--- src/rtl/alu_seq_pkg.sv ---
// Shared definitions for the ALU operation sequencer: FSM encoding,
// ALU select-code fields and the default timing/idle parameters.
package alu_seq_pkg;

  // Sequencer FSM states.
  typedef enum logic [1:0] {
    ST_IDLE = 2'd0,
    ST_WAIT = 2'd1,
    ST_RESP = 2'd2
  } state_t;

  // Sel[4:3] group field.
  localparam logic [1:0] GRP_ARITH_LOGIC = 2'b00;
  localparam logic [1:0] GRP_SHIFT_LEFT  = 2'b01;
  localparam logic [1:0] GRP_SHIFT_RIGHT = 2'b10;
  localparam logic [1:0] GRP_ZEROS       = 2'b11;

  // Sel[2] chooses arithmetic or logic inside the arith/logic group.
  localparam logic MODE_ARITH = 1'b1;
  localparam logic MODE_LOGIC = 1'b0;

  // Sel[1:0] arithmetic op codes.
  localparam logic [1:0] OP_TRANSFER_A = 2'b00;
  localparam logic [1:0] OP_ADD_C      = 2'b01;
  localparam logic [1:0] OP_ADD        = 2'b10;
  localparam logic [1:0] OP_TRANSFER_B = 2'b11;

  // Sel[1:0] logic op codes.
  localparam logic [1:0] OP_AND          = 2'b00;
  localparam logic [1:0] OP_OR           = 2'b01;
  localparam logic [1:0] OP_XOR          = 2'b10;
  localparam logic [1:0] OP_COMPLEMENT_A = 2'b11;

  // ALU input-to-Y latency (2 synchronizer stages + output register).
  localparam int DEFAULT_LATENCY = 3;

  // Select code parked on the ALU after reset: Transfer0s group, Y = 8'h00.
  localparam logic [4:0] DEFAULT_IDLE_SEL = 5'b11000;

  // Wait counter width; holds LATENCY values up to 15.
  localparam int WAIT_CNT_W = 4;

endpackage

--- src/rtl/alu_op_sequencer.sv ---
// Host-side driver for the 8-bit ALU. Accepts one command at a time, holds
// the ALU inputs stable, waits out the ALU latency, captures Y and hands it
// back to the host over a valid/ready result channel.
module alu_op_sequencer
  import alu_seq_pkg::*;
#(
  parameter int         LATENCY  = DEFAULT_LATENCY,   // legal 1..15
  parameter int         CNT_W    = 16,
  parameter logic [4:0] IDLE_SEL = DEFAULT_IDLE_SEL
) (
  input  logic             clk,
  input  logic             rst,
  input  logic             cmd_valid,
  output logic             cmd_ready,
  input  logic [7:0]       cmd_a,
  input  logic [7:0]       cmd_b,
  input  logic [4:0]       cmd_sel,
  input  logic             cmd_carry,
  input  logic             cmd_chain,
  output logic             res_valid,
  input  logic             res_ready,
  output logic [7:0]       res_data,
  output logic [7:0]       alu_a,
  output logic [7:0]       alu_b,
  output logic [4:0]       alu_sel,
  output logic             alu_carry,
  input  logic [7:0]       alu_y,
  output logic             busy,
  output logic [CNT_W-1:0] op_count
);

  localparam logic [WAIT_CNT_W-1:0] LATENCY_LOAD = WAIT_CNT_W'(LATENCY);

  state_t                state_reg;
  state_t                state_next;
  logic [WAIT_CNT_W-1:0] cnt_reg;
  logic [7:0]            last_result_reg;
  logic                  res_valid_reg;
  logic [7:0]            res_data_reg;
  logic [7:0]            alu_a_reg;
  logic [7:0]            alu_b_reg;
  logic [4:0]            alu_sel_reg;
  logic                  alu_carry_reg;
  logic [CNT_W-1:0]      op_count_reg;

  logic accept;
  logic capture;
  logic release_res;

  // FSM state register.
  always_ff @(posedge clk or posedge rst) begin
    if (rst) begin
      state_reg <= ST_IDLE;
    end else begin
      state_reg <= state_next;
    end
  end

  // Next-state logic and per-cycle strobes for the datapath.
  always_comb begin
    state_next  = state_reg;
    cmd_ready   = 1'b0;
    accept      = 1'b0;
    capture     = 1'b0;
    release_res = 1'b0;
    case (state_reg)
      ST_IDLE: begin
        cmd_ready = 1'b1;
        if (cmd_valid) begin
          accept     = 1'b1;
          state_next = ST_WAIT;
        end
      end
      ST_WAIT: begin
        // Counter reaching zero means Y already reflects the held inputs.
        if (cnt_reg == '0) begin
          capture    = 1'b1;
          state_next = ST_RESP;
        end
      end
      ST_RESP: begin
        if (res_valid_reg && res_ready) begin
          release_res = 1'b1;
          state_next  = ST_IDLE;
        end
      end
      default: begin
        state_next = ST_IDLE;
      end
    endcase
  end

  // ALU input registers: loaded only on command acceptance, held otherwise.
  always_ff @(posedge clk or posedge rst) begin
    if (rst) begin
      alu_a_reg     <= 8'h00;
      alu_b_reg     <= 8'h00;
      alu_sel_reg   <= IDLE_SEL;
      alu_carry_reg <= 1'b0;
    end else if (accept) begin
      alu_a_reg     <= cmd_chain ? last_result_reg : cmd_a;
      alu_b_reg     <= cmd_b;
      alu_sel_reg   <= cmd_sel;
      alu_carry_reg <= cmd_carry;
    end
  end

  // Latency counter: reloaded on every acceptance so stale ALU pipeline
  // contents (e.g. after a reset) are never captured.
  always_ff @(posedge clk or posedge rst) begin
    if (rst) begin
      cnt_reg <= '0;
    end else if (accept) begin
      cnt_reg <= LATENCY_LOAD;
    end else if (state_reg == ST_WAIT && cnt_reg != '0) begin
      cnt_reg <= cnt_reg - 1'b1;
    end
  end

  // Result capture, result handshake and completed-operation counter.
  always_ff @(posedge clk or posedge rst) begin
    if (rst) begin
      res_valid_reg   <= 1'b0;
      res_data_reg    <= 8'h00;
      last_result_reg <= 8'h00;
      op_count_reg    <= '0;
    end else if (capture) begin
      res_valid_reg   <= 1'b1;
      res_data_reg    <= alu_y;
      last_result_reg <= alu_y;
      op_count_reg    <= op_count_reg + 1'b1;
    end else if (release_res) begin
      res_valid_reg   <= 1'b0;
    end
  end

  assign res_valid = res_valid_reg;
  assign res_data  = res_data_reg;
  assign alu_a     = alu_a_reg;
  assign alu_b     = alu_b_reg;
  assign alu_sel   = alu_sel_reg;
  assign alu_carry = alu_carry_reg;
  assign busy      = (state_reg != ST_IDLE);
  assign op_count  = op_count_reg;

endmodule

--- config.mk ---
export PLATFORM = sky130hd
export DESIGN_NAME = alu_op_sequencer
export DESIGN_NICKNAME = d
export VERILOG_FILES = /design/src/rtl/alu_seq_pkg.sv /design/src/rtl/alu_op_sequencer.sv
export SDC_FILE = /design/constraint.sdc
export NUM_CORES = 1
export LEC_CHECK = 0
export BUFFER_PORTS_ARGS = -buffer_cell sky130_fd_sc_hd__clkbuf_2
export CAP_MARGIN = 40
export CORE_ASPECT_RATIO = 0.5
export CORE_MARGIN = 2
export CORE_UTILIZATION = 49
export DETAILED_ROUTE_END_ITERATION = 8
export GPL_TIMING_DRIVEN = 1
export PLACE_DENSITY = 0.79
export SLEW_MARGIN = 30
export SYNTH_ARGS = -nofsm -noshare
export SYNTH_HDL_FRONTEND = slang
export SYNTH_SLANG_ARGS = --single-unit
--- constraint.sdc ---
create_clock -name clk -period 2.4 [get_ports clk]
set_input_delay 0.36 -clock clk [delete_from_list [all_inputs] [get_ports clk]]
set_output_delay 0.36 -clock clk [all_outputs]
set_load 0.01 [all_outputs]
==> key figures, run 1 <==
Yosys
  • Post-synthesis sequential area ratio: roughly three fifths
  • Area of the mapped netlist: 2260 um2
  • #FFs+latches synth: 53
  • Mean post-synth cell area: around 11 um2
  • Cell accounting for the most synthesized area: dfrtp_1
  • Post-Syn Nets: 250
  • Synth top area cells: dfrtp_1 56%, nand2_1 11%, mux2_2 4.5%
  • Synth Instances: approximately 210
  • Yosys warning total: 0
  • Top cell type's share of synthesized area: between 50% and 60%
  • Netlist cell types: 27

Power
  • Power Density: roughly 1100 nW/um2
  • Peak VDD IR: 0.547 mV
  • Leakage power total: 0.00154 uW

Hold path
  • Hold crit path type: in -> async

Clock tree
  • CTS H-Tree Depth: 2
  • Cts bufs inserted: 5
  • TritonCTS clock tree: yes
  • Post-CTS sizing: 0
  • Root buf cell: clkbuf_8
  • Skew-Pair Late Insertion Delay: around 0.30 ns
  • CTS Hold Bufs: 0
  • Register clock-pin slew on the reported worst setup and hold paths: 0.09 ns
  • Post-CTS repair timing setup buffer count: 0
  • Sink Count: 53
  • Maximum clock path buffer count: 2

Timing
  • Clk_skew: around 0.01 ns
  • RSZ-0062 raised after global routing: false
  • Fin. Hold Viols: 0
  • Period utilisation layout: between 80% and 90%
  • Slew @ Worst Pin: 0.577 ns
  • Setup ws final: slightly above 0.4 ns
  • Max-slew violation count: 0
  • Final setup TNS: 0 ns
  • Final hold slack: around 0.098 ns
  • # setup viols final: 0
  • Rel. slew slack: a little over 60%
  • Maximum achievable frequency: ~500 MHz
  • Final min period: between 1.5 and 2 ns

Floorplan
  • Core ar.: between 4000 and 5000 um2
  • Die X: around 100 um
  • Initial Utilization: about half
  • Total die area: approximately 5200 um2
  • Die height: roughly 52 um
  • Boundary Pins: between 80 and 90
  • Row count: 17

Route
  • Via count: between 1500 and 2000
  • Routed WL per cell: approximately 13 um
  • DR pass1 iterations: 4
  • Routed vias/inst: about 5.0
  • # DRC: 0
  • Post-Route WL: between 4 and 5 mm
  • DRT iter0 DRCs: 34
  • Final ANT Viol Nets: 0

Placed design
  • Placer Congestion: 0.824
  • Placed insts: around 350
  • Detail Placement HPWL: between 3 and 4 mm
  • Setup WS pre-CTS: roughly 0.42 ns
  • I/O Buffers: just over 80

Critical path
  • CP Class: reg -> reg
  • CP Data Arrival Time: roughly 2.2 ns
  • Cell Chain, Critical Path: inv_1, ha_1, or3b_1, nor4_4, nand3_1, xnor2_1
  • CP top delay family: simple AND/OR/NAND/NOR gates
  • Delay of the slowest cell on the worst path: around 0.54 ns
  • Worst-path fanout max: 8
  • CP bufs+invs: 1
  • CP Data Required Time: about 2.6 ns
  • Worst Setup End Kind: flop
  • Worst path slowest cell: or3b_1
  • Startpoint Class: flop

Finish
  • Leading cell type in the layout, fill and taps excluded: clkbuf_2
  • Proportion of layout cells with a drive suffix above 1: 35.7%
  • Finished Layout Cells: about 350
  • Largest register FFs: 16
  • Synth-to-Final Area Change: 24.6%
  • Final Net Count: between 300 and 400
  • Most frequent cells in the layout: 83 x clkbuf_2, 68 x nand2_1, 51 x dfrtp_1
  • Number of diodes: 0

Global route
  • Number of global-route vias before repair: about 1700
  • Largest net degree at the start of global routing: 28
  • Global-route wire length before repair: roughly 7.7 mm
  • Total GRT Usage: 19.2%
  • Overflow after GRT: 0
  • Initial antenna violation count: 0

Flow run
  • Maximum capacitance violations: 0

Outcome
  • Status: finished clean
[routing by layer]
layer  track usage, %  routed length (um)  vias to the layer above
met5                0                   0                        -
met4             4.34                  29                        0
met2             34.5                2320                       37
met1             23.9                2100                      864
li1                 -                   -                      860
met3             4.57                 196                        4
[power by group]
group	total (uW)	switching [uW]	internal, uW
Sequential	1460	228	1230
Clock	474	272	203
Combinational	1200	682	520
Total	3140	1180	1960
[path summary, 6_finish.rpt]
check / depth (start not counted) / startpoint / slack (ns) / endpoint
min in group clk: 3 / cmd_sel[4] / 0.23 / alu_sel[4]$_DFFE_PP1P_
max reg2reg: 6 / cnt_reg[0]$_DFFE_PP0P_ / 0.40 / op_count[14]$_DFFE_PP0P_
max: 6 / cnt_reg[0]$_DFFE_PP0P_ / 0.40 / op_count[14]$_DFFE_PP0P_
max in group asynchronous: 3 / rst / 1.69 / alu_sel[4]$_DFFE_PP1P_
min: 2 / rst / 0.1 / alu_b[2]$_DFFE_PP0P_
min reg2reg: 2 / alu_sel[4]$_DFFE_PP1P_ / 0.46 / alu_sel[4]$_DFFE_PP1P_
[worst register-to-register path, delay by kind of cell (launching register included)]
kind	cells	cell delay [ns]
simple gates	3	1.07
flops	1	0.38
fa+ha+maj	1	0.17
xor+xnor	1	0.15
buf+inv	1	0.11
[synthesized netlist by cell type (all sizes together)]
cell type  count
dfrtp         51
xor2           8
nor3           4
mux2           9
and2           1
o211ai         1
nor2b          2
o21ai          8
nand4          6
nor3b          1
mux2i          8
nand3          7
xnor2         10
and3           1
nand2         68
inv            4
buf            2
nor4           2
nor2           6
ha             3
clkbuf         6
or3b           1
nand3b         1
dfstp          2
[per-stage QoR]
stage	area, um2	util [%]	power [uW]
after global placement	2740	61.9	2640
after global routing	2820	63.8	3380
after floorplan	2260	-	2210
after CTS	2820	63.8	3180
final	2820	63.8	3140
after detailed placement	2740	61.9	2700
[layout make-up]
class,instances,area [um2]
Tap cell,57,71.3
Sequential cell,53,1330
Timing Repair Buffer,85,443
Inverter,4,15.0
Clock buffer,6,72.6
Multi-Input combinational cell,147,882
Fill cell,361,1600
Clock inverter,2,10.0
[cell families (layout without fill, tap and decap cells)]
family	after synthesis	count (layout)	share of synthesized area, %
simple gates	100	100	20.2
compound gates	9	9	2.10
buf+inv	12	97	2.38
fa+ha+maj	3	3	1.66
xor+xnor	18	18	6.96
mux	17	17	8.01
flops	53	53	58.7
No activity file was read; power rests on OpenSTA's default activity.
==> run 2: changes to the inputs <==
clock period = 1.89 ns   (was 2.4 ns; I/O delays follow)
==> key figures, run 2 (same netlist as run 1, synthesis figures left out) <==
Outcome
  • Status: finished clean

Route
  • Post-Route WL: 4.56 mm
  • DRT iter0 DRCs: 44
  • Routed WL per cell: ~13 um
  • Final ANT Viol Nets: 0
  • Via count: roughly 1700
  • DR pass1 iterations: 4
  • Routed vias/inst: 4.82
  • # DRC: 0

Clock tree
  • Post-CTS repair timing setup buffer count: 0
  • CTS Hold Bufs: 0
  • Maximum clock path buffer count: 2
  • Register clock-pin slew on the reported worst setup and hold paths: roughly 0.09 ns
  • CTS H-Tree Depth: 2
  • Root buf cell: clkbuf_8
  • Sink Count: 53
  • Skew-Pair Late Insertion Delay: about 0.30 ns
  • Cts bufs inserted: 5
  • TritonCTS clock tree: yes

Timing
  • Period utilisation layout: 95.1%
  • Rel. slew slack: a little over three fifths
  • RSZ-0062 raised after global routing: false
  • Fin. Hold Viols: 0
  • Clk_skew: 0.00507 ns
  • # setup viols final: 0
  • Slew @ Worst Pin: around 0.55 ns
  • Final min period: 1.80 ns
  • Max-slew violation count: 0
  • Maximum achievable frequency: between 500 and 600 MHz
  • Final hold slack: between 0.005 and 0.006 ns
  • Final setup TNS: 0 ns

Critical path
  • Delay of the slowest cell on the worst path: around 0.43 ns
  • Reg-to-reg slack, setup: 0.09 ns
  • Worst-path fanout max: 6
  • Cell Chain, Critical Path: inv_1, ha_1, or3b_4, nor3_4, nand4_1, xnor2_1
  • Worst path slowest cell: or3b_4
  • Startpoint Class: flop
  • CP Data Required Time: between 2 and 2.5 ns
  • CP Data Arrival Time: 1.99 ns
  • CP Class: reg -> reg
  • Worst Setup End Kind: flop

Finish
  • Largest register FFs: 16
  • Leading cell type in the layout, fill and taps excluded: clkbuf_2
  • Synth-to-Final Area Change: 27.9%
  • Fin util: 65.5%
  • # fillers: approximately 370
  • Proportion of layout cells with a drive suffix above 1: 37.8%
  • Number of diodes: 0
  • Most frequent cells in the layout: 83 x clkbuf_2, 68 x nand2_1, 51 x dfrtp_1
  • Final Net Count: roughly 340

Placed design
  • I/O Buffers: 83
  • Detail Placement HPWL: 3.58 mm
  • Placer Congestion: 0.835

Power
  • Power Density: between 1000 and 1500 nW/um2
  • Peak VDD IR: between 0.6 and 0.7 mV
  • Leakage power total: approximately 0.0016 uW
  • Design Power: just over 4000 uW

Hold path
  • Hold crit path type: in -> async

Floorplan
  • Die X: ~100 um
  • Initial Utilization: around half
  • Total die area: between 5000 and 6000 um2
  • Die height: roughly 52 um
  • Row count: 17
  • Boundary Pins: between 80 and 90
  • Core ar.: about 4400 um2

Global route
  • Initial antenna violation count: 0
  • Global-route wire length before repair: roughly 7.7 mm
  • Overflow after GRT: 0
  • Largest net degree at the start of global routing: 29
  • Total GRT Usage: between 10% and 20%
  • Number of global-route vias before repair: roughly 1700

Flow run
  • Maximum capacitance violations: 0
[run 2: critical path, delay by kind of cell (launching register included)]
kind,cells,cell delay (ns)
xor+xnor,1,0.15
flops,1,0.40
simple gates,3,0.92
fa+ha+maj,1,0.15
buf+inv,1,0.08
[run 2: routing by layer]
layer  GRT usage [%]  share of wire, %  up-vias
met3            4.70               4.1        2
met5               0                 0        -
met1            24.5                47      832
met4            4.34              0.35        0
met2            32.0                49       35
li1                -                 -      870
[run 2: power by group]
| group | total (uW) | internal [uW] | switching [uW] | leakage [uW] |
|---|---|---|---|---|
| clock | 681 | 332 | 350 | 0.0000542 |
| combinational | 1600 | 735 | 866 | 0.000871 |
| sequential | 1860 | 1570 | 296 | 0.000664 |
| total | 4150 | 2630 | 1510 | 0.00159 |
[run 2: final timing paths]
check,startpoint,end,cells after the start
worst max-delay path,cnt_reg[1]$_DFFE_PP0P_,op_count[15]$_DFFE_PP0P_,6
worst min register to register,alu_sel[4]$_DFFE_PP1P_,alu_sel[4]$_DFFE_PP1P_,2
max in group asynchronous,rst,alu_sel[4]$_DFFE_PP1P_,3
worst max register to register,cnt_reg[1]$_DFFE_PP0P_,op_count[15]$_DFFE_PP0P_,6
worst min-delay path,rst,alu_b[2]$_DFFE_PP0P_,2
min in group clk,cmd_sel[4],alu_sel[4]$_DFFE_PP1P_,3
[run 2: metrics by stage]
step                instances  instance area (um2)  setup slack, ns
global route              361                 2900           0.0137
global placement          353                 2790           0.0851
detailed placement        353                 2790           0.0105
floorplan                 212                 2260            0.107
CTS                       361                 2900           0.0688
finish                    361                 2900           0.0926
[run 2: layout make-up]
| type | instances | area (um2) | area share [%] |
|---|---|---|---|
| clock buffers | 7 | 96.3 | 3.33 |
| multi-input cells | 147 | 885 | 30.5 |
| repair buffers | 92 | 495 | 17.1 |
| well taps | 57 | 71.3 | 2.46 |
| clock inverters | 1 | 5.00 | 0.173 |
| inverters | 4 | 15.0 | 0.518 |
| flip-flops and latches | 53 | 1330 | 45.9 |
[run 2: repair_timing]
| action | 4_1_cts | 5_1_grt |
|---|---|---|
| cloned | 0 | 0 |
| setup endpoints to repair | 2 | 1 |
| resized for setup | 1 | 0 |
| pin swaps | 0 | 1 |
==> run 3: changes to the inputs <==
CORE_UTILIZATION = 51   (was 49)
CTS_BUF_LIST = sky130_fd_sc_hd__clkbuf_2 sky130_fd_sc_hd__clkbuf_4 sky130_fd_sc_hd__clkbuf_8   (was default)
PLACE_DENSITY = 0.82   (was 0.79)
RECOVER_POWER = 25   (was default)
==> key figures, run 3 (same netlist as run 1, synthesis figures left out) <==
Power
  • Leakage power total: 0.00158 uW
  • Peak VDD IR: 0.693 mV
  • Power Density: ~1400 nW/um2

Clock tree
  • Post-CTS repair timing setup buffer count: 0
  • TritonCTS clock tree: yes
  • Register clock-pin slew on the reported worst setup and hold paths: about 0.090 ns
  • CTS H-Tree Depth: 2
  • Maximum clock path buffer count: 2
  • Cts bufs inserted: 5
  • Skew-Pair Late Insertion Delay: about 0.30 ns
  • Root buf cell: clkbuf_8
  • Sink Count: 53

Global route
  • Grt met2 use: 37.2%
  • Global-route wire length before repair: roughly 7.8 mm
  • Initial antenna violation count: 0
  • Global-route met1 utilization: around 23%
  • Number of global-route vias before repair: 1738
  • Largest net degree at the start of global routing: 31
  • Most crowded layer after global routing: met2
  • Total GRT Usage: between 20% and 30%
  • GR Util met3: under 10%
  • Overflow after GRT: 0

Critical path
  • Reg-to-reg slack, setup: ~0.15 ns
  • Worst R2R Start: cnt_reg[1]$_DFFE_PP0P_
  • R2r endpoint: op_count[13]$_DFFE_PP0P_
  • Worst Setup End Kind: flop
  • CP Class: reg -> reg
  • Startpoint Class: flop
  • CP Data Required Time: about 2.1 ns
  • Worst-path fanout max: 6
  • CP Data Arrival Time: roughly 1.9 ns
  • FF-to-FF path depth: 6

Floorplan
  • Initial Utilization: a little over half
  • Total die area: 5020 um2
  • Die X: 98.2 um
  • Core ar.: roughly 4300 um2
  • Boundary Pins: 84
  • Die height: around 51 um
  • Row count: 17

Placed design
  • Setup WS pre-CTS: -0.00377 ns
  • Placer Congestion: roughly 0.8
  • I/O Buffers: between 80 and 90
  • Detail Placement HPWL: around 3.6 mm

Timing
  • Slew @ Worst Pin: 0.611 ns
  • Final min period: between 1.5 and 2 ns
  • # setup viols final: 0
  • Maximum achievable frequency: 574 MHz
  • Setup ws final: between 0.1 and 0.15 ns
  • Clk_skew: between 0.007 and 0.008 ns
  • RSZ-0062 raised after global routing: false
  • Period utilisation layout: 92.2%
  • Final hold slack: 0.153 ns
  • Rel. slew slack: between 50 and 60%
  • Max-slew violation count: 0
  • Fin. Hold Viols: 0
  • Final setup TNS: 0 ns

Hold path
  • Hold path cells: 3
  • Hold EP: alu_sel[4]$_DFFE_PP1P_
  • Hold crit path type: in -> reg
  • Hold_sp: cmd_sel[4]

Finish
  • Most frequent cells in the layout: 83 x clkbuf_2, 68 x nand2_1, 51 x dfrtp_1
  • # fillers: roughly 370
  • Synth-to-Final Area Change: 27.0%
  • Final Net Count: 340
  • Leading cell type in the layout, fill and taps excluded: clkbuf_2
  • Proportion of layout cells with a drive suffix above 1: 36.6%
  • Largest register FFs: 16
  • Number of diodes: 0

Route
  • Routed vias/inst: between 4 and 5
  • # DRC: 0
  • DR pass1 iterations: 4
  • Via count: 1757
  • Final ANT Viol Nets: 0
  • Post-Route WL: 4.72 mm
  • DRT iter0 DRCs: 72
  • Routed WL per cell: ~13 um

Outcome
  • Status: finished clean

Flow run
  • Maximum capacitance violations: 0
run 3: repair_timing:
item                                   CTS  global route
gates resized for setup                  1             0
hold buffers                             1             0
endpoints found under the hold margin   14             0
setup endpoints to repair                3             4
cloned                                   0             0
pin swaps                                0             2
run 3: worst max path at each step:
stage,from,slack [ns],end
after floorplan,cnt_reg[0]$_DFFE_PP0P_,0.11,op_count[14]$_DFFE_PP0P_
after detailed placement,cnt_reg[1]$_DFFE_PP0P_,-0.004,op_count[14]$_DFFE_PP0P_
after global routing,cnt_reg[1]$_DFFE_PP0P_,0.02,op_count[13]$_DFFE_PP0P_
after global placement,cnt_reg[1]$_DFFE_PP0P_,0.09,op_count[14]$_DFFE_PP0P_
after CTS,cnt_reg[1]$_DFFE_PP0P_,0.05,op_count[14]$_DFFE_PP0P_
final,cnt_reg[1]$_DFFE_PP0P_,0.15,op_count[13]$_DFFE_PP0P_
run 3: layout make-up:
type                            count  area [um2]  share of cell area, %
Sequential cell                    53        1330                   46.2
Multi-Input combinational cell    147         885                   30.8
Timing Repair Buffer               91         474                   16.5
Clock buffer                        7        96.3                   3.35
Tap cell                           57        71.3                   2.48
Inverter                            4        15.0                  0.522
Clock inverter                      1        5.00                  0.174
run 3: layer usage:
layer / part of all wire, % / vias to the layer above
met5: 0 / -
met4: 0.95 / 0
met3: 4.6 / 5
met2: 52 / 40
met1: 42 / 845
li1: - / 867
run 3: critical path: stages (launching register included):
cell and delay [ns]:
dfrtp_1 0.40, inv_1 0.08, ha_1 0.16, or3b_4 0.43, nor3_4 0.24, nand4_1 0.16, xnor2_1 0.15
run 3: report_power, final:
| part | switching [uW] | total [uW] | leakage (uW) | internal (uW) |
|---|---|---|---|---|
| registers | 298 | 1870 | 0.000664 | 1570 |
| logic | 871 | 1570 | 0.000858 | 701 |
| clock network | 345 | 676 | 0.0000542 | 331 |
run 3: per-stage QoR:
step	std cells	instance area [um2]	power (uW)	util [%]
finish	360	2880	4110	66.3
global route	360	2880	4430	66.3
CTS	360	2890	4170	66.6
detailed placement	351	2780	3470	64.0
global placement	351	2780	3390	64.0
floorplan	212	2260	2810	-
